<file path="src/rtl/alien_pkg.sv">
// Constants and mover state encoding shared by every alien row.
package alien_pkg;

   localparam int          SPR_WIDTH  = 31;
   localparam int          SPR_HEIGHT = 27;
   localparam logic [7:0]  SPR_TRANSP = 8'h00;

   localparam int          SCR_X_MAX  = 639;
   localparam int          SCR_Y_LAND = 400;

   typedef enum logic [1:0] {
      ST_RIGHT = 2'd0,
      ST_LEFT  = 2'd1,
      ST_HALT  = 2'd2
   } mover_state_t;

endpackage

</file>
<file path="src/rtl/alien_mover.sv">
// Frame divider, side-to-side/step-down mover FSM and position registers for one alien row.
module alien_mover
   import alien_pkg::*;
#(
   parameter int A_WIDTH   = SPR_WIDTH,
   parameter int START_X   = 300,
   parameter int START_Y   = 100,
   parameter int STEP_X    = 2,
   parameter int STEP_Y    = 8,
   parameter int X_MIN     = 0,
   parameter int X_MAX     = SCR_X_MAX,
   parameter int Y_LAND    = SCR_Y_LAND,
   parameter int FRAME_DIV = 2
) (
   input  logic       i_clk2,
   input  logic       i_rst,
   input  logic       i_frame,
   input  logic       i_enable,
   output logic [9:0] o_x,
   output logic [9:0] o_y,
   output logic       o_landed
);

   localparam int               CNT_W    = (FRAME_DIV > 1) ? $clog2(FRAME_DIV) : 1;
   localparam logic [CNT_W-1:0] CNT_LAST = CNT_W'(FRAME_DIV - 1);
   localparam logic [10:0]      R_SPAN   = 11'(STEP_X + A_WIDTH - 1);
   localparam logic [10:0]      R_LIMIT  = 11'(X_MAX);
   localparam logic [10:0]      L_LIMIT  = 11'(X_MIN + STEP_X);
   localparam logic [10:0]      Y_LIMIT  = 11'(Y_LAND);

   mover_state_t     state_q, state_d;
   logic [CNT_W-1:0] cnt_q, cnt_d;
   logic [9:0]       x_q, x_d, y_q, y_d;
   logic             landed_q, landed_d;
   logic             tick, move, drop;
   logic [10:0]      y_drop_ext;

   always_ff @(posedge i_clk2) begin
      if (i_rst) begin
         state_q  <= ST_RIGHT;
         cnt_q    <= '0;
         x_q      <= 10'(START_X);
         y_q      <= 10'(START_Y);
         landed_q <= 1'b0;
      end else begin
         state_q  <= state_d;
         cnt_q    <= cnt_d;
         x_q      <= x_d;
         y_q      <= y_d;
         landed_q <= landed_d;
      end
   end

   always_comb begin
      state_d    = state_q;
      cnt_d      = cnt_q;
      x_d        = x_q;
      y_d        = y_q;
      landed_d   = landed_q;
      drop       = 1'b0;
      y_drop_ext = {1'b0, y_q} + 11'(STEP_Y);

      // The divider freezes while disabled or halted, so a pause resumes mid-count.
      tick = i_frame && i_enable && (state_q != ST_HALT);
      move = tick && (cnt_q == CNT_LAST);
      if (tick) begin
         cnt_d = move ? '0 : cnt_q + CNT_W'(1);
      end

      if (move) begin
         case (state_q)
            ST_RIGHT: begin
               if (({1'b0, x_q} + R_SPAN) > R_LIMIT) begin
                  drop    = 1'b1;
                  state_d = ST_LEFT;
               end else begin
                  x_d = x_q + 10'(STEP_X);
               end
            end
            ST_LEFT: begin
               if ({1'b0, x_q} < L_LIMIT) begin
                  drop    = 1'b1;
                  state_d = ST_RIGHT;
               end else begin
                  x_d = x_q - 10'(STEP_X);
               end
            end
            default: ;
         endcase
      end

      if (drop) begin
         y_d = y_drop_ext[9:0];
         if (y_drop_ext >= Y_LIMIT) begin
            landed_d = 1'b1;
            state_d  = ST_HALT;
         end
      end
   end

   assign o_x      = x_q;
   assign o_y      = y_q;
   assign o_landed = landed_q;

endmodule

</file>
<file path="src/rtl/alien3_sprite.sv">
// Alien3 sprite engine: scan-to-ROM addressing, hit/pixel alignment pipeline and mover.
module alien3_sprite
   import alien_pkg::*;
#(
   parameter int         A_WIDTH   = SPR_WIDTH,
   parameter int         A_HEIGHT  = SPR_HEIGHT,
   parameter int         START_X   = 300,
   parameter int         START_Y   = 100,
   parameter int         STEP_X    = 2,
   parameter int         STEP_Y    = 8,
   parameter int         X_MIN     = 0,
   parameter int         X_MAX     = SCR_X_MAX,
   parameter int         Y_LAND    = SCR_Y_LAND,
   parameter int         FRAME_DIV = 2,
   parameter logic [7:0] TRANSP    = SPR_TRANSP
) (
   input  logic       i_clk2,
   input  logic       i_rst,
   input  logic [9:0] i_xc,
   input  logic [9:0] i_yc,
   input  logic       i_frame,
   input  logic       i_enable,
   output logic [9:0] o_A3addr,
   input  logic [7:0] i_A3data,
   output logic [7:0] o_A3pixel,
   output logic       o_A3draw,
   output logic [9:0] o_A3x,
   output logic [9:0] o_A3y,
   output logic       o_A3landed
);

   localparam logic signed [10:0] DX_LAST = 11'(A_WIDTH - 1);
   localparam logic signed [10:0] DY_LAST = 11'(A_HEIGHT - 1);

   // Row stride of 31 done as (dy<<5)-dy; differences are only meaningful on a hit.
   function automatic logic [9:0] rom_addr(input logic [9:0] dy, input logic [9:0] dx);
      return (dy << 5) - dy + dx;
   endfunction

   logic [9:0] x_pos, y_pos;

   alien_mover #(
      .A_WIDTH   (A_WIDTH),
      .START_X   (START_X),
      .START_Y   (START_Y),
      .STEP_X    (STEP_X),
      .STEP_Y    (STEP_Y),
      .X_MIN     (X_MIN),
      .X_MAX     (X_MAX),
      .Y_LAND    (Y_LAND),
      .FRAME_DIV (FRAME_DIV)
   ) u_mover (
      .i_clk2   (i_clk2),
      .i_rst    (i_rst),
      .i_frame  (i_frame),
      .i_enable (i_enable),
      .o_x      (x_pos),
      .o_y      (y_pos),
      .o_landed (o_A3landed)
   );

   assign o_A3x = x_pos;
   assign o_A3y = y_pos;

   // Stage p0: signed 11-bit offsets so the window compare cannot wrap.
   logic signed [10:0] dx_p0, dy_p0;
   logic [9:0]         addr_p0;
   logic               hit_p0;

   always_comb begin
      dx_p0   = $signed({1'b0, i_xc}) - $signed({1'b0, x_pos});
      dy_p0   = $signed({1'b0, i_yc}) - $signed({1'b0, y_pos});
      hit_p0  = (dx_p0 >= 11'sd0) && (dx_p0 <= DX_LAST) &&
                (dy_p0 >= 11'sd0) && (dy_p0 <= DY_LAST);
      addr_p0 = hit_p0 ? rom_addr(i_yc - y_pos, i_xc - x_pos) : 10'd0;
   end

   // Stage p1: address to the ROM, hit follows it.
   logic vld_p1;

   always_ff @(posedge i_clk2) begin
      if (i_rst) begin
         o_A3addr <= '0;
         vld_p1   <= 1'b0;
      end else begin
         o_A3addr <= addr_p0;
         vld_p1   <= hit_p0;
      end
   end

   // Stage p2: hit aligned with the ROM's registered pixel.
   logic vld_p2;

   always_ff @(posedge i_clk2) begin
      if (i_rst) begin
         vld_p2 <= 1'b0;
      end else begin
         vld_p2 <= vld_p1;
      end
   end

   // Stage p3: pixel/draw to the colour mux.
   always_ff @(posedge i_clk2) begin
      if (i_rst) begin
         o_A3pixel <= '0;
         o_A3draw  <= 1'b0;
      end else begin
         o_A3pixel <= vld_p2 ? i_A3data : 8'h00;
         o_A3draw  <= vld_p2 && (i_A3data != TRANSP);
      end
   end

endmodule

</file>
<file path="config.mk">
export PLATFORM = sky130hd
export DESIGN_NAME = alien3_sprite
export DESIGN_NICKNAME = d
export VERILOG_FILES = /design/src/rtl/alien_pkg.sv /design/src/rtl/alien_mover.sv /design/src/rtl/alien3_sprite.sv
export SDC_FILE = /design/constraint.sdc
export NUM_CORES = 1
export LEC_CHECK = 0
export CORE_ASPECT_RATIO = 1.2
export CORE_UTILIZATION = 48
export DETAILED_ROUTE_END_ITERATION = 10
export PLACE_DENSITY_LB_ADDON = 0.25
export SYNTH_ARGS = -nofsm -noshare
export SYNTH_HDL_FRONTEND = slang
export SYNTH_HIERARCHICAL = 1
export SYNTH_SLANG_ARGS = --single-unit
</file>
<file path="constraint.sdc">
create_clock -name i_clk2 -period 3.35 [get_ports i_clk2]
set_input_delay 0.5025 -clock i_clk2 [delete_from_list [all_inputs] [get_ports i_clk2]]
set_output_delay 0.5025 -clock i_clk2 [all_outputs]
set_load 0.05 [all_outputs]
</file>
==> results.txt <==
status: finished, violations left
failing checks: setup timing
worst setup path start: i_yc[3]
Final #Nets: 618
Longest Clk Path Bufs: 2
Starting Density: 49.5%
H-tree depth: 2
synth-to-layout area growth: 37.4%
Placement Cell Area: 4850 um^2
RR Endpoint: o_A3addr[8]
post-synth top area cell: dfxtp_1
power after layout: 1.76 mW
GRT Overall Usage: 23.4%
GR Util met2: 43.9%
Avg Cell Area, Syn: 8.76 um^2
port bufs: 67
Worst Setup Start Kind: input pin
#FFs+latches synth: 41
worst slack at placement: -0.799 ns
final instance area: 5210 um^2
Vert. Die Dim: 99.4 um
final std cells w/o fill: 629
Worst path depth: 14
DRT Wirelength: 9.36 mm
r2r startpoint: u_mover/o_y[3]
busiest grt layer: met2
Ys Warns: 6
PwrDens: 338 nW/um^2
root buffer cell: clkbuf_8
cell family with most CP delay: adder cells
type of the worst min-delay path: register to register
final-report hold violation count: 0
Max Fclk: 293 MHz
GR Util met1: 27.1%
WP buf/inv: 3
Yosys top cell area share: 21.6%
Cell Area, Synth: 3790 um^2
Hold WS: 0.457 ns
setup violators final: 2
TNS Setup: -0.105 ns
via/cell ratio: 5.59
routed via count: 3516
DR iter-0 viols: 160
share of the core filled with cells: 68.0%
DR DRC count: 0
Worst setup EP type: register
Critical Path Max Stage Delay: 0.54 ns
largest family of logic cells by synthesized area: simple AND/OR/NAND/NOR gates
Clk Latency, worst-skew pair: 0.30 ns
Synth async-reset ratio: 0%
most common cell in the netlist: inv_1
gr ovfl total: 0
CTS tree: yes
Crit path required time: 3.54 ns
Rows: 35
I/O pins: 72
Synth Area in Simple Gates: 21.9%
critical path endpoint: o_A3addr[8]
post-synthesis cell count: 433
Final Max Tran Viols: 0
Max Cap Violations: 0
compound-cell area share of the yosys netlist: 19.7%
# diodes: 0
number of antenna violations at the first check in global routing: 0
Main synth FF type: dfxtp_1
GP Congestion: 0.883
layout cell share with drive strength beyond 1: 23.3%
hpwl dp: 7.17 mm
setup slack, reg-to-reg: -0.04 ns
maximum VDD drop: 0.316 mV
synth cell count leaders: inv_1 (60), dfxtp_1 (41), ha_1 (34), nor2_1 (24), nand2_1 (20)
slowest CP cell: fa_1
measured slew at the worst slew-check pin: 0.645 ns
reg2reg path depth: 14
main area contributors after synthesis: dfxtp_1 (22%), ha_1 (11%), fa_1 (8.4%)
worst setup margin: -0.0688 ns
XOR/XNOR share of the synthesized area: 6.23%
number of global-route vias before repair: 3574
clock slew seen by the registers of the worst setup and hold paths: 0.09 ns
Clock Sinks: 41
Core Footprint: 7660 um^2
total leakage power: 2.09 nW
multiplexer share of the synthesized area: 0.825%
count of cell types in the netlist: 74
Critical Path, Cell by Cell: clkdlybuf4s15_1 -> ha_4 -> o311ai_4 -> buf_4 -> o311a_4 -> fa_1 -> fa_1 -> ha_4 -> buf_4 -> a21oi_4 -> o21bai_1 -> a21oi_1 -> xor2_1 -> nor4_2
Routed wire per std cell: 14.9 um
Post-synth EDFFs: 0
met3 Resource Use GR: 3.24%
max_slew headroom: 57.0%
WP data arrival: 3.61 ns
adder-cell area share of the yosys netlist: 19.7%
CP Class: input pin to register
largest net degree at the start of global routing: 24
CP Max Fanout: 4
final critical-path required period: 3.42 ns
first-pass GRT wire length: 15.9 mm
cts hold-fix bufs: 0
final worst-path cycle share: 102%
TritonRoute pass-1 iters: 4
Detail Route Antenna Nets: 0
Die Span X: 83.2 um
clk_skew: 0.00948 ns
RSZ-0062 raised after global routing: yes
DIE AREA: 8260 um^2
placed cells: 612
Seq/Total Area, Yosys: 21.6%
CTS buffer count: 5
## flip-flops by register name, summed over array words and instances (netlist names)
register,cells
o_A3addr,10
o_A3draw,1
o_A3pixel,8
u_mover/cnt_q,1
u_mover/o_landed,1
u_mover/o_x,9
u_mover/o_y,7
u_mover/state_q,2
vld_p1,1
vld_p2,1
## timing repair
action	4_1_cts	5_1_grt
setup buffers	7	2
resized for setup	42	9
setup endpoints to repair	5	4
endpoints found under the hold margin	0	0
pin swaps	32	13
## cell usage in the layout (no fill, tap or decap), types with 3 or more instances in the layout
master,n
a2111oi_2,4
a21o_1,9
a21oi_1,13
a221oi_1,3
a31oi_1,4
and2_1,10
buf_4,48
clkbuf_8,5
clkdlybuf4s50_1,60
conb_1,4
dfxtp_1,36
dfxtp_4,3
dlygate4sd2_1,3
fa_1,14
ha_1,24
ha_4,10
inv_1,53
inv_2,7
nand2_1,18
nand2b_1,5
nand3_1,8
nand3b_1,4
nand4_1,9
nor2_1,24
nor2b_1,11
nor3_1,6
nor4_1,5
nor4_2,11
o2111ai_1,4
o211ai_1,7
o21a_1,5
o21ai_0,7
o21ai_1,3
xnor2_1,13
xnor2_2,3
xor2_1,10
## worst reg2reg max path, stage by stage (launching register included)
cell and delay (ns):
dfxtp_4 0.35, inv_2 0.05, ha_4 0.30, o311ai_4 0.11, buf_4 0.15, o311a_4 0.36, fa_1 0.47, fa_1 0.54
ha_4 0.22, buf_4 0.14, a21oi_4 0.12, o21bai_1 0.09, a21oi_1 0.16, xor2_1 0.18, nor4_2 0.05
## routing by layer
metal,wire length (um),part of all wire (%)
met5,0,0
met4,187,2.0
met3,278,3.0
met2,4880,52
met1,4010,43
## kinds of logic (layout without fill, tap and decap cells)
group	count (synthesis)	after routing
AOI/OAI and AO/OA	95	95
xor gates and xnor gates	27	27
adders and majority gates	50	50
buffers and inverters	81	183
DFF	41	41
muxes	3	3
other	2	4
and+or+nand+nor	134	134
## cell type report
cell class	instances	area, um^2
timing repair buffer	115	1020
clock buffer	5	68.8
tap	92	115
fill	610	2450
clock inverter	3	43.8
inverter	60	225
multi-input combinational	313	2900
sequential	41	835
## worst min path at each step
| stage | depth (start not counted) | to | startpoint |
|---|---|---|---|
| floorplan | 1 | vld_p2 | vld_p1 |
| global placement | 1 | vld_p2 | vld_p1 |
| detailed placement | 1 | vld_p2 | vld_p1 |
| CTS | 1 | vld_p2 | vld_p1 |
| global route | 1 | vld_p2 | vld_p1 |
| finish | 1 | vld_p2 | vld_p1 |
## power by group
part | total, mW | internal [mW] | switching, mW
Sequential | 0.491 | 0.486 | 0.00412
Combinational | 0.851 | 0.435 | 0.416
Clock | 0.418 | 0.224 | 0.194
Power figures use the tool's default switching activity.
